`config.mk`:
```
export PLATFORM = sky130hd
export DESIGN_NAME = binary_bcd_serial_converter
export DESIGN_NICKNAME = d
export VERILOG_FILES = /design/src/rtl/binary_bcd_serial_converter_pkg.sv /design/src/rtl/binary_bcd_serial_converter_bcd_digit_adjust.sv /design/src/rtl/binary_bcd_serial_converter.sv
export SDC_FILE = /design/constraint.sdc
export NUM_CORES = 1
export LEC_CHECK = 0
export ABC_AREA = 1
export CORE_MARGIN = 2
export CORE_UTILIZATION = 34
export DETAILED_ROUTE_END_ITERATION = 12
export PLACE_DENSITY = 0.56
export SYNTH_ARGS = -nofsm -noshare
export SYNTH_HDL_FRONTEND = slang
export SYNTH_HIERARCHICAL = 1
export SYNTH_SLANG_ARGS = --single-unit
export TNS_END_PERCENT = 20
```
`constraint.sdc`:
```
create_clock -name clk -period 1.6 [get_ports clk]
set_input_delay 0.32 -clock clk [delete_from_list [all_inputs] [get_ports clk]]
set_output_delay 0.32 -clock clk [all_outputs]
set_load 0.005 [all_outputs]
```
`src/rtl/binary_bcd_serial_converter_pkg.sv`:
```
// Shared types and constants for the serial double-dabble converter.
package binary_bcd_serial_converter_pkg;

  typedef enum logic [1:0] {
    ST_IDLE  = 2'd0,
    ST_SHIFT = 2'd1,
    ST_DONE  = 2'd2
  } state_t;

  localparam logic [3:0] BCD_ADJ_THRESH = 4'd5;
  localparam logic [3:0] BCD_ADJ_ADD    = 4'd3;

  // 10^n, used to prove at elaboration that DIGITS can hold the largest operand.
  function automatic longint unsigned pow10(input int n);
    longint unsigned p;
    p = 64'd1;
    for (int i = 0; i < n; i++) p = p * 64'd10;
    return p;
  endfunction

endpackage

```
`src/rtl/binary_bcd_serial_converter_bcd_digit_adjust.sv`:
```
// One BCD digit correction cell: add 3 when the digit is 5 or more, so the
// following left shift carries correctly into the next decimal digit.
module binary_bcd_serial_converter_bcd_digit_adjust
  import binary_bcd_serial_converter_pkg::*;
(
  input  logic [3:0] i_digit,
  output logic [3:0] o_digit
);

  // Only 0..9 reach this cell, so the 4-bit sum never wraps.
  assign o_digit = (i_digit >= BCD_ADJ_THRESH) ? (i_digit + BCD_ADJ_ADD) : i_digit;

endmodule

```
`src/rtl/binary_bcd_serial_converter.sv`:
```
// Multi-cycle binary-to-BCD converter: one correct/shift step per clock,
// valid/ready on both sides, leading-zero mask delivered with each result.
//
//   state  | meaning
//   IDLE   | waiting for an operand (in_ready = 1)
//   SHIFT  | one double-dabble step per cycle, counter counts down
//   DONE   | result held on bcd_out/digit_mask until out_ready
module binary_bcd_serial_converter
  import binary_bcd_serial_converter_pkg::*;
#(
  parameter int BIN_WIDTH = 8,
  parameter int DIGITS    = 3,
  parameter int CNT_W     = $clog2(BIN_WIDTH + 1)
) (
  input  logic                  clk,
  input  logic                  rst_n,
  input  logic                  in_valid,
  output logic                  in_ready,
  input  logic [BIN_WIDTH-1:0]  bin_in,
  output logic                  out_valid,
  input  logic                  out_ready,
  output logic [4*DIGITS-1:0]   bcd_out,
  output logic [DIGITS-1:0]     digit_mask,
  output logic                  busy
);

  localparam int BCD_W = 4 * DIGITS;
  localparam logic [CNT_W-1:0] CNT_LOAD = CNT_W'(BIN_WIDTH);
  localparam logic [CNT_W-1:0] CNT_LAST = CNT_W'(1);

  if (BIN_WIDTH < 4 || BIN_WIDTH > 32) begin : g_bad_width
    $error("binary_bcd_serial_converter: BIN_WIDTH must be within 4..32");
  end

  if (pow10(DIGITS) <= ((64'd1 << BIN_WIDTH) - 64'd1)) begin : g_bad_digits
    $error("binary_bcd_serial_converter: DIGITS too small for BIN_WIDTH");
  end

  state_t                 r_state;
  logic [BIN_WIDTH-1:0]   r_bin;
  logic [BCD_W-1:0]       r_acc;
  logic [CNT_W-1:0]       r_cnt;
  logic [BCD_W-1:0]       r_bcd_out;
  logic [DIGITS-1:0]      r_mask;
  logic                   r_out_valid;
  logic                   r_busy;

  logic [BCD_W-1:0]           w_adj;
  logic [BCD_W+BIN_WIDTH-1:0] w_cat_shift;
  logic [BCD_W-1:0]           w_acc_next;
  logic [BIN_WIDTH-1:0]       w_bin_next;
  logic [DIGITS-1:0]          w_mask;

  for (genvar d = 0; d < DIGITS; d++) begin : g_adj
    binary_bcd_serial_converter_bcd_digit_adjust u_adj (
      .i_digit (r_acc[4*d +: 4]),
      .o_digit (w_adj[4*d +: 4])
    );
  end

  // Correct first, then shift the whole {accumulator, operand} pair left by one.
  assign w_cat_shift = {w_adj, r_bin} << 1;
  assign w_acc_next  = w_cat_shift[BCD_W+BIN_WIDTH-1:BIN_WIDTH];
  assign w_bin_next  = w_cat_shift[BIN_WIDTH-1:0];

  // Leading-zero mask of the value about to be latched: a digit is significant
  // if it or any more significant digit is nonzero; units is always shown.
  always_comb begin
    logic w_any;
    w_any  = 1'b0;
    w_mask = '0;
    for (int d = DIGITS - 1; d >= 0; d--) begin
      w_any     = w_any | (|w_acc_next[4*d +: 4]);
      w_mask[d] = w_any;
    end
    w_mask[0] = 1'b1;
  end

  // Control FSM with registered outputs; the final shift result is captured on DONE entry.
  always_ff @(posedge clk or negedge rst_n) begin
    if (!rst_n) begin
      r_state     <= ST_IDLE;
      r_bin       <= '0;
      r_acc       <= '0;
      r_cnt       <= '0;
      r_bcd_out   <= '0;
      r_mask      <= '0;
      r_out_valid <= 1'b0;
      r_busy      <= 1'b0;
    end else begin
      case (r_state)
        ST_IDLE: begin
          if (in_valid) begin
            r_bin   <= bin_in;
            r_acc   <= '0;
            r_cnt   <= CNT_LOAD;
            r_busy  <= 1'b1;
            r_state <= ST_SHIFT;
          end
        end
        ST_SHIFT: begin
          r_bin <= w_bin_next;
          r_acc <= w_acc_next;
          r_cnt <= r_cnt - 1'b1;
          if (r_cnt == CNT_LAST) begin
            r_bcd_out   <= w_acc_next;
            r_mask      <= w_mask;
            r_out_valid <= 1'b1;
            r_busy      <= 1'b0;
            r_state     <= ST_DONE;
          end
        end
        ST_DONE: begin
          if (out_ready) begin
            r_out_valid <= 1'b0;
            r_state     <= ST_IDLE;
          end
        end
        default: begin
          r_out_valid <= 1'b0;
          r_busy      <= 1'b0;
          r_state     <= ST_IDLE;
        end
      endcase
    end
  end

  assign in_ready   = (r_state == ST_IDLE);
  assign out_valid  = r_out_valid;
  assign busy       = r_busy;
  assign bcd_out    = r_bcd_out;
  assign digit_mask = r_mask;

endmodule
```
======== Word-level counts from Yosys, hierarchy flattened ========
Index checks and enable logic that the tools add are counted.
Widths: inputs -> output; s select.
storage, ports and cells
  output and inout bits ................... 18
  register bits after elaboration ......... 43
  logic and storage cells ................. 52
operators by class
  $lt $le $gt $ge ......................... 3
  eq/ne operators ......................... 6
  reductions and logical operators ........ 9
  add/subtract/negate cells ............... 4
  muxes and demuxes ....................... 19
  bitwise operators ....................... 3
operator list
  cell                 count
  $pmux 12 s2          1
  $pmux 8 s2           1
  $ge 4x3->1 const B   3
  $mux 12              1
  $mux 4               3
  $reduce_and 3->1     3
  $add 4x2->4 const B  2
  $mux 8               1
  $pmux 4 s2           1
  $reduce_or 4->1      2
  $mux 2               3
  $ne 2x2->1 const B   3
  $pmux 1 s3           2
  $pmux 2 s3           1
  $eq 4x1->1 const B   1
  $mux 1               4
  $reduce_and 2->1     2
  $sub 4x1->4 const B  1
  $add 3x2->3 const B  1
  $mux 3               1
  $eq 2x1->1 const B   1
  $eq 2x2->1 const B   1
  $logic_not 2->1      1
  $not 1->1            2
  other kinds (2)      2

======== Longest topological paths before layout ========
Gate-level depths: netlist (run 1).
  word-level depth ........................ 4
  depth in mapped cells ................... 11

======== By module ========
Netlist (run 1), hierarchy kept.
modules (own cells, without submodules)
  module                                        area an instance (sq um)  cells each  times used
  binary_bcd_serial_converter                   1858.0                    202         1
  binary_bcd_serial_converter_bcd_digit_adjust  135.1                     23          3

======== Worst setup path before layout (run 1) ========
Ideal clock, no wire load.
  path type ............................... register -> register
  start ................................... reg r_acc[8]
  end ..................................... reg r_mask[1] (netlist: digit_mask[1])
  required time ........................... 1.477 ns
  arrival ................................. 1.324 ns
  cell stages (with the launch flop) ...... 11
  slack ................................... 0.153 ns
  setup time .............................. 0.123 ns
  cell sequence ........................... dfrtp_1 > inv_1 > ha_1 > nor2_4 > nor2_4 > nand2_1 > o21ai_2 > nor2_1 > nand2_1 > o21ai_0 > nand2_1
on the way
  cells in the longest elaborated chain, start to end .. 4
  elaborated cells between the ends (all ways) .. 5
ends and longest elaborated chain
  item                                              line                                                source
  start: declaration                                binary_bcd_serial_converter.sv:41                   logic [BCD_W-1:0] r_acc;
  start signal: assignment                          binary_bcd_serial_converter.sv:103                  r_acc <= w_acc_next;
  $ge 4x3->1 / $add 3x2->3 (equally long branches)  binary_bcd_serial_converter_bcd_digit_adjust.sv:11  assign o_digit = (i_digit >= BCD_ADJ_THRESH) ? (i_digit + BCD_ADJ_ADD) : i_digit;
  $mux 3 (*)                                        binary_bcd_serial_converter_bcd_digit_adjust.sv:11
  via w_acc_next[10]                                binary_bcd_serial_converter.sv:50                   logic [BCD_W-1:0] w_acc_next;
  $reduce_or 4->1 (*)                               binary_bcd_serial_converter.sv:73                   w_any = w_any | (|w_acc_next[4*d +: 4]);
  $or 1x1->1 (*)                                    binary_bcd_serial_converter.sv:73
  end signal: assignment                            binary_bcd_serial_converter.sv:107                  r_mask <= w_mask;
  end: declaration                                  binary_bcd_serial_converter.sv:44                   logic [DIGITS-1:0] r_mask;
The timed path passes the listed nets; every way through them passes the cells marked *.
A chain may end at the register's enable or synchronous reset.

======== Final worst setup path (run 1) ========
  start ................................... reg r_mask[1] (netlist: digit_mask[1])
  end ..................................... out digit_mask[1]
RTL lines
  item              line                               source
  end: declaration  binary_bcd_serial_converter.sv:23  output logic [DIGITS-1:0] digit_mask,
No word-level cell between the ends.

==> run_results.csv, run 1 <==
group,metric,value,unit
sta,skew,0.008177,ns
status,status,"finished clean",
global_route,antenna_found_initial,0,
finish,utilization,0.4483,
clock_network,clk_transition_reported_paths,0.08,ns
critical_path,crit_buf_inv,1,
critical_path,crit_path_max_incr_delay,0.52,ns
yosys,syn_inst,266,
floorplan,fp.coreArea,6350,µm²
clock_network,root_buffer,"clkbuf_8",
finish,nFillCells,618,
critical_path,path_depth,1,
clock_network,cts_num_sinks,43,
critical_path,required,1.28,ns
routing,vias,1781,
global_route,grt_use_total,0.1350,
floorplan,dieArea,7245,µm²
finish,layout_commonest_cell,"nand2_1",
routing,wl_per_cell,11.77,µm
clock_network,cts_buffers,5,
yosys,synth_area,2237,µm²
sta,relSlewSlack,0.7913,
critical_path,reg2reg_slack,0.11,ns
floorplan,initial_utilization,0.3523,
worst_hold_path,hold_path_class,"register to register",
critical_path,cp-start-kind,"register",
routing,ant_nets,0,
power_and_ir_drop,cellPowerDensity,1957,nW/µm²
sta,slew_viol_final,0,
critical_path,r2r_start,"r_acc[5]",
floorplan,die_w,85.12,µm
critical_path,critPathLaunch,"digit_mask[1]",
global_route,grt_pass1_vias,1730,
sta,hold_viol_final,0,
clock_network,worstSkewPairLatency,0.30,ns
placement,io_buffers,29,
floorplan,io_pins,30,
sta,rsz0062_at_grt,"true",
global_route,grt_max_degree,44,
critical_path,rr_worst_depth,10,
global_route,grt_pass1_wl,7.852,mm
sta,tightest_slew,0.3119,ns
routing,drc_errors,0,
job,drv_cap,0,
finish,num-nets-final,333,
routing,via_per_inst,4.555,
placement,gp_congestion,0.8538,
global_route,grt.overflow.total,0,
sta,finalSetupViolations,0,
critical_path,criticalPathCategory,"register to output pin",
finish,syn_to_final_growth,27.24,%
finish,diodes,0,
finish,final_cells,391,
critical_path,path_delay_family,"buffers and inverters",
power_and_ir_drop,ir_drop,0.9818,mV
finish,layout-drive-gt1-share,0.2102,
critical_path,cp_cell_sequence,"clkdlybuf4s50_1",
routing,dr.pass1.iters,4,
critical_path,r2r-end,"digit_mask[1]",
sta,fin_crit_sh,0.9442,
critical_path,worst_ep_arrival_time,1.19,ns
clock_network,cts.htree.levels,2,
yosys,ys_warn_count,6,
placement,dp_hpwl,3.186,mm
yosys,syn-num-nets,286,
clock_network,cts_tree,"built",
sta,fmax,662.0,MHz
critical_path,path_max_fanout,2,
floorplan,row_count,29,
power_and_ir_drop,p_leak,1.339,nW
critical_path,critical_path.slowest_cell,"clkdlybuf4s50_1",
placement,dpl.cell_count,378,
yosys,syn-mean-instance-area,8.410,µm²
sta,min_period,1.511,ns
routing,wl,4.603,mm
finish,final_cell_mix,"nand2_1 (80), dfrtp_1 (43), inv_1 (27), clkdlybuf4s50_1 (27), nor2_1 (25)",
critical_path,endpoint_kind,"output pin",
clock_network,cts_max_path_buffers,2,
critical_path,cp-endpoint,"digit_mask[1]",
floorplan,die_h,85.12,µm
routing,drt_iter0_markers,109,
## state kept, by name, indices dropped and copies added, names as in the netlist
register	flops
r_acc	12
bcd_out	12
out_valid	1
digit_mask	3
r_state	2
busy	1
r_cnt	4
r_bin	8
## per-stage QoR
step / hold WS [ns] / cell area (µm²) / power [mW] / setup WS [ns] / setup TNS (ns)
floorplan: 0.02441 / 2237 / 3.731 / 0.1583 / 0
global placement: 0.3180 / 2688 / 4.708 / 0.07871 / 0
detailed placement: 0.3193 / 2688 / 4.750 / 0.03687 / 0
CTS: 0.4835 / 2814 / 5.577 / 0.01451 / 0
global route: 0.5015 / 2846 / 6.116 / -0.02238 / -0.02238
finish: 0.4761 / 2846 / 5.571 / 0.08933 / 0
## layer usage
layer / up-vias / part of all wire / GRT usage / wire (µm)
met3: 9 / 0.031 / 0.02626 / 142
met5: - / 0 / 0 / 0
met1: 808 / 0.50 / 0.1805 / 2301
li1: 929 / - / - / -
met2: 35 / 0.45 / 0.2166 / 2070
met4: 0 / 0.019 / 0.05195 / 88
## timing repair
item / in CTS / in global routing
hold buffers: 1 / 0
gates resized for setup: 2 / 10
buffers inserted: 2 / 2
endpoints found under the setup margin: 1 / 3
hold endpoints to repair: 43 / 0
pin swaps: 0 / 6
## worst reg2reg max path: cells and delay by family (launching register included)
kind / cells / cell delay [ns]
AO/OA/AOI/OAI: 2 / 0.19
flip-flops: 1 / 0.40
buffers and inverters: 1 / 0.07
AND/OR/NAND/NOR: 6 / 0.55
adder cells (fa/ha/maj): 1 / 0.18
## worst min path at each step
stage	startpoint	to	depth (start not counted)
2_1_floorplan	rst_n	bcd_out[0]	0
3_3_place_gp	rst_n	digit_mask[0]	2
3_5_place_dp	rst_n	digit_mask[0]	2
4_1_cts	digit_mask[0]	digit_mask[0]	1
5_1_grt	digit_mask[0]	digit_mask[0]	1
6_report	digit_mask[0]	digit_mask[0]	1
## power by group
| group | switching (mW) | leakage (nW) | internal [mW] |
|---|---|---|---|
| Combinational | 1.61 | 0.745 | 1.32 |
| Clock | 0.370 | 0.0515 | 0.394 |
| Sequential | 0.310 | 0.543 | 1.57 |
| Total | 2.29 | 1.34 | 3.28 |
## final cells by class
class / instances / area (µm²) / area share
clock buffer: 8 / 100.1 / 0.03516
inverter: 35 / 136.4 / 0.04791
multi-input combinational: 182 / 998.5 / 0.3508
sequential: 43 / 1076 / 0.3780
tap: 77 / 96.34 / 0.03385
timing repair buffer: 46 / 439.2 / 0.1543
(Power assumes the default switching activity.)
==> run 2: changes to the inputs <==
--- a/config.mk
+++ b/config.mk
@@ -6,7 +6,7 @@
 export NUM_CORES = 1
 export LEC_CHECK = 0
 export ABC_AREA = 1
-export CORE_MARGIN = 2
+export CORE_MARGIN = 3
 export CORE_UTILIZATION = 34
 export DETAILED_ROUTE_END_ITERATION = 12
 export PLACE_DENSITY = 0.56
==> run 2 against run 1 <==
Compared with the run above:
- total power up 0.14%
- cell count down 0.26%
- non-clock buffer count up 1
- clock power down 12%
- combinational power up 3%
- critical path depth up 9
- clock skew down 0.0066 ns
- register-to-register slack worse by 0.03 ns
- via count up 2.0%
- sequential share of layout area down 0.31 points
==> run_results.csv, run 2 (synthesized netlist as in run 1, its figures left out) <==
group,metric,value,unit
status,status,"finished clean",
clock_network,worstSkewPairLatency,0.29,ns
floorplan,row_count,28,
finish,seqCellArea,1079,µm²
sta,relSlewSlack,0.7427,
global_route,antenna_found_initial,0,
power_and_ir_drop,p_total,5.578,mW
worst_hold_path,hold_path_class,"register to register",
floorplan,dieArea,7589,µm²
global_route,grt_pass1_wl,8.238,mm
global_route,grt_max_degree,44,
finish,syn_to_final_growth,28.58,%
critical_path,required,1.79,ns
critical_path,criticalPathCategory,"register to register",
routing,vias,1816,
routing,wl_per_cell,11.95,µm
finish,nFillCells,600,
sta,tightest_slew,0.3845,ns
critical_path,endpoint_kind,"register",
critical_path,cp-start-kind,"register",
sta,hold_viol_final,0,
routing,drc_errors,0,
sta,rsz0062_at_grt,"true",
power_and_ir_drop,p_leak,1.337,nW
clock_network,cts_num_sinks,43,
global_route,grt.overflow.total,0,
routing,wl,4.661,mm
power_and_ir_drop,ir_drop,0.8012,mV
placement,gp_congestion,0.7796,
critical_path,path_max_fanout,4,
finish,diodes,0,
floorplan,io_pins,30,
sta,fin_crit_sh,0.9505,
clock_network,cts.htree.levels,2,
sta,finalSetupViolations,0,
routing,dr.pass1.iters,4,
floorplan,die_w,87.12,µm
finish,multi_input_area,1040,µm²
critical_path,worst_ep_arrival_time,1.71,ns
floorplan,die_h,87.12,µm
sta,tns,0,ns
sta,fmax,657.5,MHz
routing,via_per_inst,4.656,
routing,drt_iter0_markers,149,
sta,slew_viol_final,0,
floorplan,initial_utilization,0.3649,
clock_network,cts_tree,"built",
clock_network,cts_buffers,5,
placement,dp_hpwl,3.250,mm
routing,ant_nets,0,
global_route,grt_use_total,0.1361,
sta,skew,0.001584,ns
floorplan,fp.coreArea,6131,µm²
finish,layout-drive-gt1-share,0.2349,
finish,num-nets-final,334,
clock_network,root_buffer,"clkbuf_8",
sta,min_period,1.521,ns
global_route,grt_pass1_vias,1813,
clock_network,cts_max_path_buffers,2,
power_and_ir_drop,cellPowerDensity,1939,nW/µm²
job,drv_cap,0,
sta,timing.hold.ws,0.4693,ns
clock_network,clk_transition_reported_paths,0.08,ns
placement,io_buffers,29,
finish,final_cell_mix,"nand2_1 (79), dfrtp_1 (41), clkdlybuf4s50_1 (27)",
finish,layout_commonest_cell,"nand2_1",
run 2: changes by cell type in the layout (fill, tap and decap cells not counted), sizes merged:
cell,delta
buf,+1
clkbuf,-1
clkinv,+1
run 2: area by class of cell:
| class | count | share of cell area |
|---|---|---|
| timing repair buffer | 47 | 0.1553 |
| tap | 75 | 0.03262 |
| clock buffer | 7 | 0.02653 |
| sequential | 43 | 0.3749 |
| multi-input combinational | 182 | 0.3615 |
| inverter | 35 | 0.04741 |
| clock inverter | 1 | 0.001740 |
run 2: stage by stage:
stage / utilization / cell area [µm²] / setup slack [ns] / instances
finish: 0.4692 / 2877 / 0.07920 / 390
global route: 0.4692 / 2877 / -0.04432 / 390
CTS: 0.4543 / 2785 / 0.01145 / 386
detailed placement: 0.4367 / 2678 / 0.01391 / 375
global placement: 0.4367 / 2678 / 0.07385 / 375
floorplan: - / 2237 / 0.1583 / 266
run 2: path summary, 6_finish.rpt:
path	startpoint	end	slack [ns]	cells after the start
setup / recovery	r_acc[5]	digit_mask[1]	0.08	10
hold / removal	digit_mask[0]	digit_mask[0]	0.47	1
setup reg to reg	r_acc[5]	digit_mask[1]	0.08	10
hold reg to reg	digit_mask[0]	digit_mask[0]	0.47	1
max in group asynchronous	rst_n	r_acc[8]	0.86	3
min in group asynchronous	rst_n	digit_mask[0]	0.53	3
run 2: timing repair:
item | CTS | global route
setup endpoints to repair | 2 | 3
buffers inserted | 2 | 4
gates resized for setup | 2 | 21
hold buffers | 1 | 0
endpoints found under the hold margin | 32 | 0
pin swaps | 2 | 12
run 2: critical path, stage by stage, from the launching register on:
cell	delay [ns]
dfrtp_1	0.39
inv_2	0.09
ha_4	0.16
nand2_2	0.07
nand2_2	0.08
nor2_4	0.17
a21oi_2	0.05
nor2_1	0.10
nand2_1	0.10
o21ai_2	0.14
nand2_1	0.06
run 2: layer usage:
layer  up-vias  share of wire  track usage
met5         -              0            0
met4         0          0.014      0.04324
met3         8          0.034      0.02838
met2        28           0.46       0.2243
met1       856           0.49       0.1791
li1        924              -            -
run 2: power breakdown:
part           switching [mW]  internal [mW]
Clock                   0.369          0.307
Combinational            1.66           1.36
Sequential              0.316           1.57
